===== src/rtl/peripheral_comunicaciones_rx.sv =====
// rtl/peripheral_comunicaciones_rx.sv - J1 I/O peripheral: 8N1 UART receiver, byte FIFO and "OK\r\n" detector
module peripheral_comunicaciones_rx #(
    parameter int CLKS_PER_BIT = 217,
    parameter int FIFO_AW      = 4
) (
    input  logic        clk,
    input  logic        rst,
    input  logic [15:0] d_in,
    input  logic        cs,
    input  logic [3:0]  addr,
    input  logic        rd,
    input  logic        wr,
    output logic [15:0] d_out,
    input  logic        rx,
    output logic        rx_ready,
    output logic        ok_flag
);

    localparam int DEPTH = 1 << FIFO_AW;
    localparam int CW    = $clog2(CLKS_PER_BIT);
    localparam logic [CW-1:0]    HALF_M1  = CW'(CLKS_PER_BIT / 2 - 1);
    localparam logic [CW-1:0]    FULL_M1  = CW'(CLKS_PER_BIT - 1);
    localparam logic [FIFO_AW:0] DEPTH_CT = (FIFO_AW + 1)'(DEPTH);

    typedef enum logic [2:0] {
        S_IDLE, S_START, S_DATA, S_STOP, S_WAIT_HIGH
    } rx_state_t;

    rx_state_t          state_q, state_d;
    logic [CW-1:0]      cnt_q, cnt_d;
    logic [2:0]         bit_q, bit_d;
    logic [7:0]         shift_q, shift_d;
    logic               rx_meta_q, rx_s_q;
    logic               push_req, ferr_set;

    logic [7:0]         mem_q [DEPTH];
    logic [FIFO_AW-1:0] wr_ptr_q, rd_ptr_q;
    logic [FIFO_AW:0]   count_q;
    logic               overrun_q, frame_err_q, ok_seen_q;
    logic [1:0]         match_q;

    logic               empty, full;
    logic               bus_rd, pop_req, ctrl_wr, flush;
    logic               do_pop, do_push, ov_set, ok_set;
    logic [7:0]         match_char;
    logic [15:0]        status;
    logic               unused_d_in;

    assign unused_d_in = ^d_in[15:4];

    // Two-flop synchroniser; idles high so reset does not look like a start bit
    always_ff @(posedge clk or posedge rst) begin
        if (rst) begin
            rx_meta_q <= 1'b1;
            rx_s_q    <= 1'b1;
        end else begin
            rx_meta_q <= rx;
            rx_s_q    <= rx_meta_q;
        end
    end

    // Receiver state, bit-timing counter and shift register
    always_ff @(posedge clk or posedge rst) begin
        if (rst) begin
            state_q <= S_IDLE;
            cnt_q   <= '0;
            bit_q   <= '0;
            shift_q <= '0;
        end else begin
            state_q <= state_d;
            cnt_q   <= cnt_d;
            bit_q   <= bit_d;
            shift_q <= shift_d;
        end
    end

    // Receiver next state: mid-start-bit check, then one sample per bit time
    always_comb begin
        state_d  = state_q;
        cnt_d    = cnt_q;
        bit_d    = bit_q;
        shift_d  = shift_q;
        push_req = 1'b0;
        ferr_set = 1'b0;
        case (state_q)
            S_IDLE: begin
                if (!rx_s_q) begin
                    state_d = S_START;
                    cnt_d   = '0;
                end
            end
            S_START: begin
                if (cnt_q == HALF_M1) begin
                    cnt_d = '0;
                    bit_d = '0;
                    state_d = rx_s_q ? S_IDLE : S_DATA;
                end else begin
                    cnt_d = cnt_q + 1'b1;
                end
            end
            S_DATA: begin
                if (cnt_q == FULL_M1) begin
                    cnt_d   = '0;
                    shift_d = {rx_s_q, shift_q[7:1]};
                    if (bit_q == 3'd7) begin
                        state_d = S_STOP;
                    end else begin
                        bit_d = bit_q + 1'b1;
                    end
                end else begin
                    cnt_d = cnt_q + 1'b1;
                end
            end
            S_STOP: begin
                if (cnt_q == FULL_M1) begin
                    cnt_d = '0;
                    if (rx_s_q) begin
                        push_req = 1'b1;
                        state_d  = S_IDLE;
                    end else begin
                        ferr_set = 1'b1;
                        state_d  = S_WAIT_HIGH;
                    end
                end else begin
                    cnt_d = cnt_q + 1'b1;
                end
            end
            S_WAIT_HIGH: begin
                if (rx_s_q) begin
                    state_d = S_IDLE;
                end
            end
            default: state_d = S_IDLE;
        endcase
    end

    // Bus decode and FIFO arbitration: flush beats everything, a pop frees room for a same-cycle push
    always_comb begin
        empty   = (count_q == '0);
        full    = (count_q == DEPTH_CT);
        bus_rd  = cs && rd;
        pop_req = bus_rd && (addr == 4'h0) && !empty;
        ctrl_wr = cs && wr && (addr == 4'h4);
        flush   = ctrl_wr && d_in[3];
        do_pop  = pop_req && !flush;
        do_push = push_req && !flush && (!full || pop_req);
        ov_set  = push_req && !flush && full && !pop_req;
        case (match_q)
            2'd0:    match_char = 8'h4F;
            2'd1:    match_char = 8'h4B;
            2'd2:    match_char = 8'h0D;
            default: match_char = 8'h0A;
        endcase
        ok_set = push_req && (match_q == 2'd3) && (shift_q == match_char);
    end

    // FIFO storage; contents need no reset since count gates every read
    always_ff @(posedge clk) begin
        if (do_push) begin
            mem_q[wr_ptr_q] <= shift_q;
        end
    end

    // FIFO pointers and occupancy
    always_ff @(posedge clk or posedge rst) begin
        if (rst) begin
            wr_ptr_q <= '0;
            rd_ptr_q <= '0;
            count_q  <= '0;
        end else if (flush) begin
            wr_ptr_q <= '0;
            rd_ptr_q <= '0;
            count_q  <= '0;
        end else begin
            if (do_push) wr_ptr_q <= wr_ptr_q + 1'b1;
            if (do_pop)  rd_ptr_q <= rd_ptr_q + 1'b1;
            if (do_push && !do_pop)      count_q <= count_q + 1'b1;
            else if (do_pop && !do_push) count_q <= count_q - 1'b1;
        end
    end

    // Sticky flags: a set in the same cycle as its clear wins
    always_ff @(posedge clk or posedge rst) begin
        if (rst) begin
            overrun_q   <= 1'b0;
            frame_err_q <= 1'b0;
            ok_seen_q   <= 1'b0;
        end else begin
            overrun_q   <= (overrun_q   && !(ctrl_wr && d_in[0])) || ov_set;
            frame_err_q <= (frame_err_q && !(ctrl_wr && d_in[1])) || ferr_set;
            ok_seen_q   <= (ok_seen_q   && !(ctrl_wr && d_in[2])) || ok_set;
        end
    end

    // "OK\r\n" matcher; sees every well-framed byte, even ones the full FIFO drops
    always_ff @(posedge clk or posedge rst) begin
        if (rst) begin
            match_q <= 2'd0;
        end else if (ferr_set) begin
            match_q <= 2'd0;
        end else if (push_req) begin
            if (shift_q == match_char) begin
                match_q <= (match_q == 2'd3) ? 2'd0 : match_q + 1'b1;
            end else begin
                match_q <= (shift_q == 8'h4F) ? 2'd1 : 2'd0;
            end
        end
    end

    // Read mux: DATA shows the FIFO head, STATUS packs flags and count
    always_comb begin
        status                 = '0;
        status[0]              = !empty;
        status[1]              = full;
        status[2]              = overrun_q;
        status[3]              = frame_err_q;
        status[4]              = ok_seen_q;
        status[5]              = (state_q != S_IDLE);
        status[8+FIFO_AW:8]    = count_q;
        d_out = '0;
        if (bus_rd) begin
            case (addr)
                4'h0:    d_out = empty ? 16'h0000 : {8'h00, mem_q[rd_ptr_q]};
                4'h2:    d_out = status;
                default: d_out = '0;
            endcase
        end
    end

    assign rx_ready = !empty;
    assign ok_flag  = ok_seen_q;

endmodule


===== config.mk =====
export PLATFORM = sky130hd
export DESIGN_NAME = peripheral_comunicaciones_rx
export DESIGN_NICKNAME = d
export VERILOG_FILES = /design/src/rtl/peripheral_comunicaciones_rx.sv
export SDC_FILE = /design/constraint.sdc
export NUM_CORES = 1
export LEC_CHECK = 0
export ABC_AREA = 0
export BUFFER_PORTS_ARGS = -buffer_cell sky130_fd_sc_hd__buf_2
export CORE_ASPECT_RATIO = 1.75
export CORE_MARGIN = 8
export CORE_UTILIZATION = 37
export CTS_CLUSTER_SIZE = 8
export DETAILED_ROUTE_END_ITERATION = 8
export HOLD_SLACK_MARGIN = 0.08
export SYNTH_ARGS = -nofsm -noshare
export SYNTH_HDL_FRONTEND = slang
export SYNTH_SLANG_ARGS = --single-unit
export TNS_END_PERCENT = 5

===== constraint.sdc =====
create_clock -name clk -period 8.9 [get_ports clk]
set_input_delay 1.78 -clock clk [delete_from_list [all_inputs] [get_ports clk]]
set_output_delay 1.78 -clock clk [all_outputs]
set_load 0.03 [all_outputs]

==> results.sh <==
export IMPL_synth_seq_cells=170
export IMPL_dpl_hpwl_um=11800
export IMPL_yosys_warnings=0
export IMPL_max_freq_mhz=180
export IMPL_iteration_0_drc_count_of_the_detailed_router=245
export IMPL_cts_reportedPaths_clkPinSlew_ns=0.06
export IMPL_startpoint_class_of_the_critical_path="primary input"
export IMPL_cts_sinks=170
export IMPL_cts_htree_levels=4
export IMPL_cts_buffers=17
export IMPL_grt_remaining_overflow=0
export IMPL_crit_fanout=7
export IMPL_post_cts_setup_buffer_count=0
export IMPL_worst_skew_pair_late_latency_ns=0.42
export IMPL_first_pass_iters=6
export IMPL_relative_max_transition_margin=0.126
export IMPL_critPathRequiredTime_ns=7.12
export IMPL_route_layer_met1_wl_um=5990
export IMPL_grt_pass1_wl_um=26000
export IMPL_layout_drive_gt1_share=0.219
export IMPL_drt_wirelength_per_cell_um=21.0
export IMPL_setup_viol=0
export IMPL_min_path_type="register to register"
export IMPL_topRoutingLayerUsed="met4"
export IMPL_criticalPathCategory="primary input to output port"
export IMPL_cts_hold_repair_buffers=0
export IMPL_util_after_layout=0.421
export IMPL_detail_route_antenna_nets=0
export IMPL_port_buffers=28
export IMPL_drt_wl_total_um=16600
export IMPL_skew_ns=0.00577
export IMPL_final_hold_violation_count=0
export IMPL_leakagePower_nw=3.43
export IMPL_power_density_nw_per_um2=207
export IMPL_drv_cap=0
export IMPL_endpoint_kind="output port"
export IMPL_grt_setup_unrepaired="no"
export IMPL_synth_enable_flop_cells=128
export IMPL_initial_utilization=0.376
export IMPL_tightest_slew_ns=1.30
export IMPL_synthDominantAreaCellType="sky130_fd_sc_hd__edfxtp_1"
export IMPL_clock_root_buffer="sky130_fd_sc_hd__clkbuf_16"
export IMPL_cts_repair_resized=0
export IMPL_cts_tree="done"
export IMPL_period_share=0.625
export IMPL_areaGrowthSynthToFinish_pct=12.0
export IMPL_async_flop_share=0.247
export IMPL_vias=4267
export IMPL_ys_dominant_reg_cell="sky130_fd_sc_hd__edfxtp_1"
export IMPL_dieArea_um2=25600
export IMPL_grt_pass1_vias=4646
export IMPL_grt_total_usage=0.133
export IMPL_maxSlewViolCount=0
export IMPL_post_drt_via_cell_ratio=5.41
export IMPL_nNetsFinal=571
export IMPL_synth_area_um2=7600
export IMPL_cts_path_max_buffers=2
export IMPL_core_region_area_um2=20200
export IMPL_layout_min_cycle_time_ns=5.56
export IMPL_wl_met3_um=441
export IMPL_antenna_found_initial=0
export IMPL_detailroute_wirelength_met2_um=9710
export IMPL_setup_tns_ns=0
export IMPL_worst_r2r_setup_slack_ns=5.47
export IMPL_route_detailed_drc=0
export IMPL_synth_cell_type_count=58
export IMPL_synth_yosys_seq_area_share=0.645
export IMPL_floorplan_rows=69
export IMPL_die_h_um=206
export IMPL_grt_start_max_net_pins=43
export IMPL_die_w_um=124
export IMPL_i_o_pin_cnt=44
export IMPL_gp_congestion=0.786
export IMPL_synth_area_leaders="sky130_fd_sc_hd__edfxtp_1, sky130_fd_sc_hd__dfrtp_1, sky130_fd_sc_hd__mux4_2"
export IMPL_diodes=0
export IMPL_postSynthCellCount=496
export IMPL_syn_avg_cell_area_um2=15.3
export IMPL_run_status="completed"
export IMPL_netlist_area_leader_share=0.506
export IMPL_critical_path_arrival_ns=3.78
export IMPL_ir_worst_vdd_mv=0.137
[cells by family after synthesis]
kind of cell | count (synthesis) | synth area share
buffers and inverters | 38 | 0.0222
DFF | 170 | 0.645
muxes | 55 | 0.130
AOI/OAI and AO/OA | 51 | 0.0484
and+or+nand+nor | 153 | 0.112
adders and majority gates | 18 | 0.0306
xor gates and xnor gates | 10 | 0.0115
other | 1 | 0.000494
[cells in the final DEF, fill, tap and decap left out, types with 3 or more instances in the layout]
master                       synthesis  layout
sky130_fd_sc_hd__buf_2               9      28
sky130_fd_sc_hd__edfxtp_1          128     128
sky130_fd_sc_hd__clkinv_2            0       4
sky130_fd_sc_hd__or2_2               3       3
sky130_fd_sc_hd__or4_1               3       3
sky130_fd_sc_hd__and2_1             15      15
sky130_fd_sc_hd__ha_1               17      17
sky130_fd_sc_hd__dfrtp_1            40      39
sky130_fd_sc_hd__clkbuf_16           0      17
sky130_fd_sc_hd__nand2_1            44      44
sky130_fd_sc_hd__and3_1              7       7
sky130_fd_sc_hd__buf_4               4       3
sky130_fd_sc_hd__mux2_2             10      10
sky130_fd_sc_hd__nor2_1             21      21
sky130_fd_sc_hd__a22o_1              8       8
sky130_fd_sc_hd__nor2b_1             4       4
sky130_fd_sc_hd__nor4b_1             3       3
sky130_fd_sc_hd__a22oi_1             6       6
sky130_fd_sc_hd__a21o_1              4       4
sky130_fd_sc_hd__nand2b_1            5       5
sky130_fd_sc_hd__conb_1              1       3
sky130_fd_sc_hd__inv_1              17      16
sky130_fd_sc_hd__nand3_1            20      20
sky130_fd_sc_hd__mux4_2             34      34
sky130_fd_sc_hd__o21ai_0            10      10
sky130_fd_sc_hd__clkinv_1            0       3
sky130_fd_sc_hd__mux2i_1            11      11
sky130_fd_sc_hd__and4_1              3       3
sky130_fd_sc_hd__clkinvlp_4          0       4
sky130_fd_sc_hd__a21oi_1             9       9
sky130_fd_sc_hd__nand4_1             6       6
sky130_fd_sc_hd__xor2_1              8       8
[worst max-delay path, stage by stage]
cell and delay [ns]:
sky130_fd_sc_hd__buf_2 0.11, sky130_fd_sc_hd__nand2b_1 0.19, sky130_fd_sc_hd__nor4b_1 0.90, sky130_fd_sc_hd__and2_1 0.36, sky130_fd_sc_hd__o31ai_1 0.12, sky130_fd_sc_hd__o21ai_0 0.09, sky130_fd_sc_hd__buf_2 0.23
[power by group]
part           total, mW  leakage [nW]  switching [mW]  internal (mW)
logic              0.194          1.14           0.110         0.0844
clock network      0.677         0.254           0.296          0.381
registers          0.892          2.03          0.0327          0.860
total               1.76          3.43           0.438           1.33
[metrics by stage]
step | total power [mW] | hold WS, ns | cell area [µm²] | worst slack (ns) | std cells
2_1_floorplan | 1.06 | 0.345 | 7600 | 3.85 | 498
3_3_place_gp | 1.10 | 0.348 | 7970 | 3.35 | 756
3_5_place_dp | 1.11 | 0.349 | 7970 | 3.34 | 756
4_1_cts | 1.78 | 0.358 | 8510 | 3.32 | 788
5_1_grt | 1.83 | 0.359 | 8510 | 3.30 | 788
6_report | 1.76 | 0.356 | 8510 | 3.34 | 788
[routing by layer]
metal | global-route usage | vias up
li1 | - | 1957
met1 | 0.129 | 2203
met2 | 0.263 | 86
met3 | 0.0263 | 21
met4 | 0.0618 | 0
met5 | 0 | -
[sequential cells by signal, summed over array words and instances (netlist names), 2 cells and up]
name	count
mem_q	128
cnt_q	8
shift_q	8
count_q	5
rd_ptr_q	4
wr_ptr_q	4
bit_q	3
state_q	3
match_q	2
[final timing paths]
check,to,startpoint,depth (start not counted)
max,d_out[5],addr[2],7
min,rx_s_q,rx_meta_q,0
max reg2reg,count_q[4],cnt_q[0],12
min reg2reg,rx_s_q,rx_meta_q,0
max in group asynchronous,rd_ptr_q[0],rst,3
min in group asynchronous,count_q[4],rst,3
[area by class of cell]
cell class	count	area, µm²
fillers	1855	11700
flip-flops and latches	170	4900
multi-input cells	290	2540
clock buffers	19	433
well taps	248	310
repair buffers	31	163
clock inverters	13	105
inverters	17	63.8
[synthesized netlist by cell type (4+ instances only)]
| library cell | number |
|---|---|
| sky130_fd_sc_hd__a22o_1 | 8 |
| sky130_fd_sc_hd__nor2_1 | 21 |
| sky130_fd_sc_hd__ha_1 | 17 |
| sky130_fd_sc_hd__and3_1 | 7 |
| sky130_fd_sc_hd__a21oi_1 | 9 |
| sky130_fd_sc_hd__o21ai_0 | 10 |
| sky130_fd_sc_hd__nand2b_1 | 5 |
| sky130_fd_sc_hd__mux2i_1 | 11 |
| sky130_fd_sc_hd__edfxtp_1 | 128 |
| sky130_fd_sc_hd__nor2b_1 | 4 |
| sky130_fd_sc_hd__buf_2 | 9 |
| sky130_fd_sc_hd__clkbuf_1 | 7 |
| sky130_fd_sc_hd__and2_1 | 15 |
| sky130_fd_sc_hd__nand4_1 | 6 |
| sky130_fd_sc_hd__inv_1 | 17 |
| sky130_fd_sc_hd__a22oi_1 | 6 |
| sky130_fd_sc_hd__mux2_2 | 10 |
| sky130_fd_sc_hd__dfrtp_1 | 40 |
| sky130_fd_sc_hd__xor2_1 | 8 |
| sky130_fd_sc_hd__nand2_1 | 44 |
| sky130_fd_sc_hd__mux4_2 | 34 |
| sky130_fd_sc_hd__buf_4 | 4 |
| sky130_fd_sc_hd__a21o_1 | 4 |
| sky130_fd_sc_hd__nand3_1 | 20 |
No activity file was read; power rests on OpenSTA's default activity.
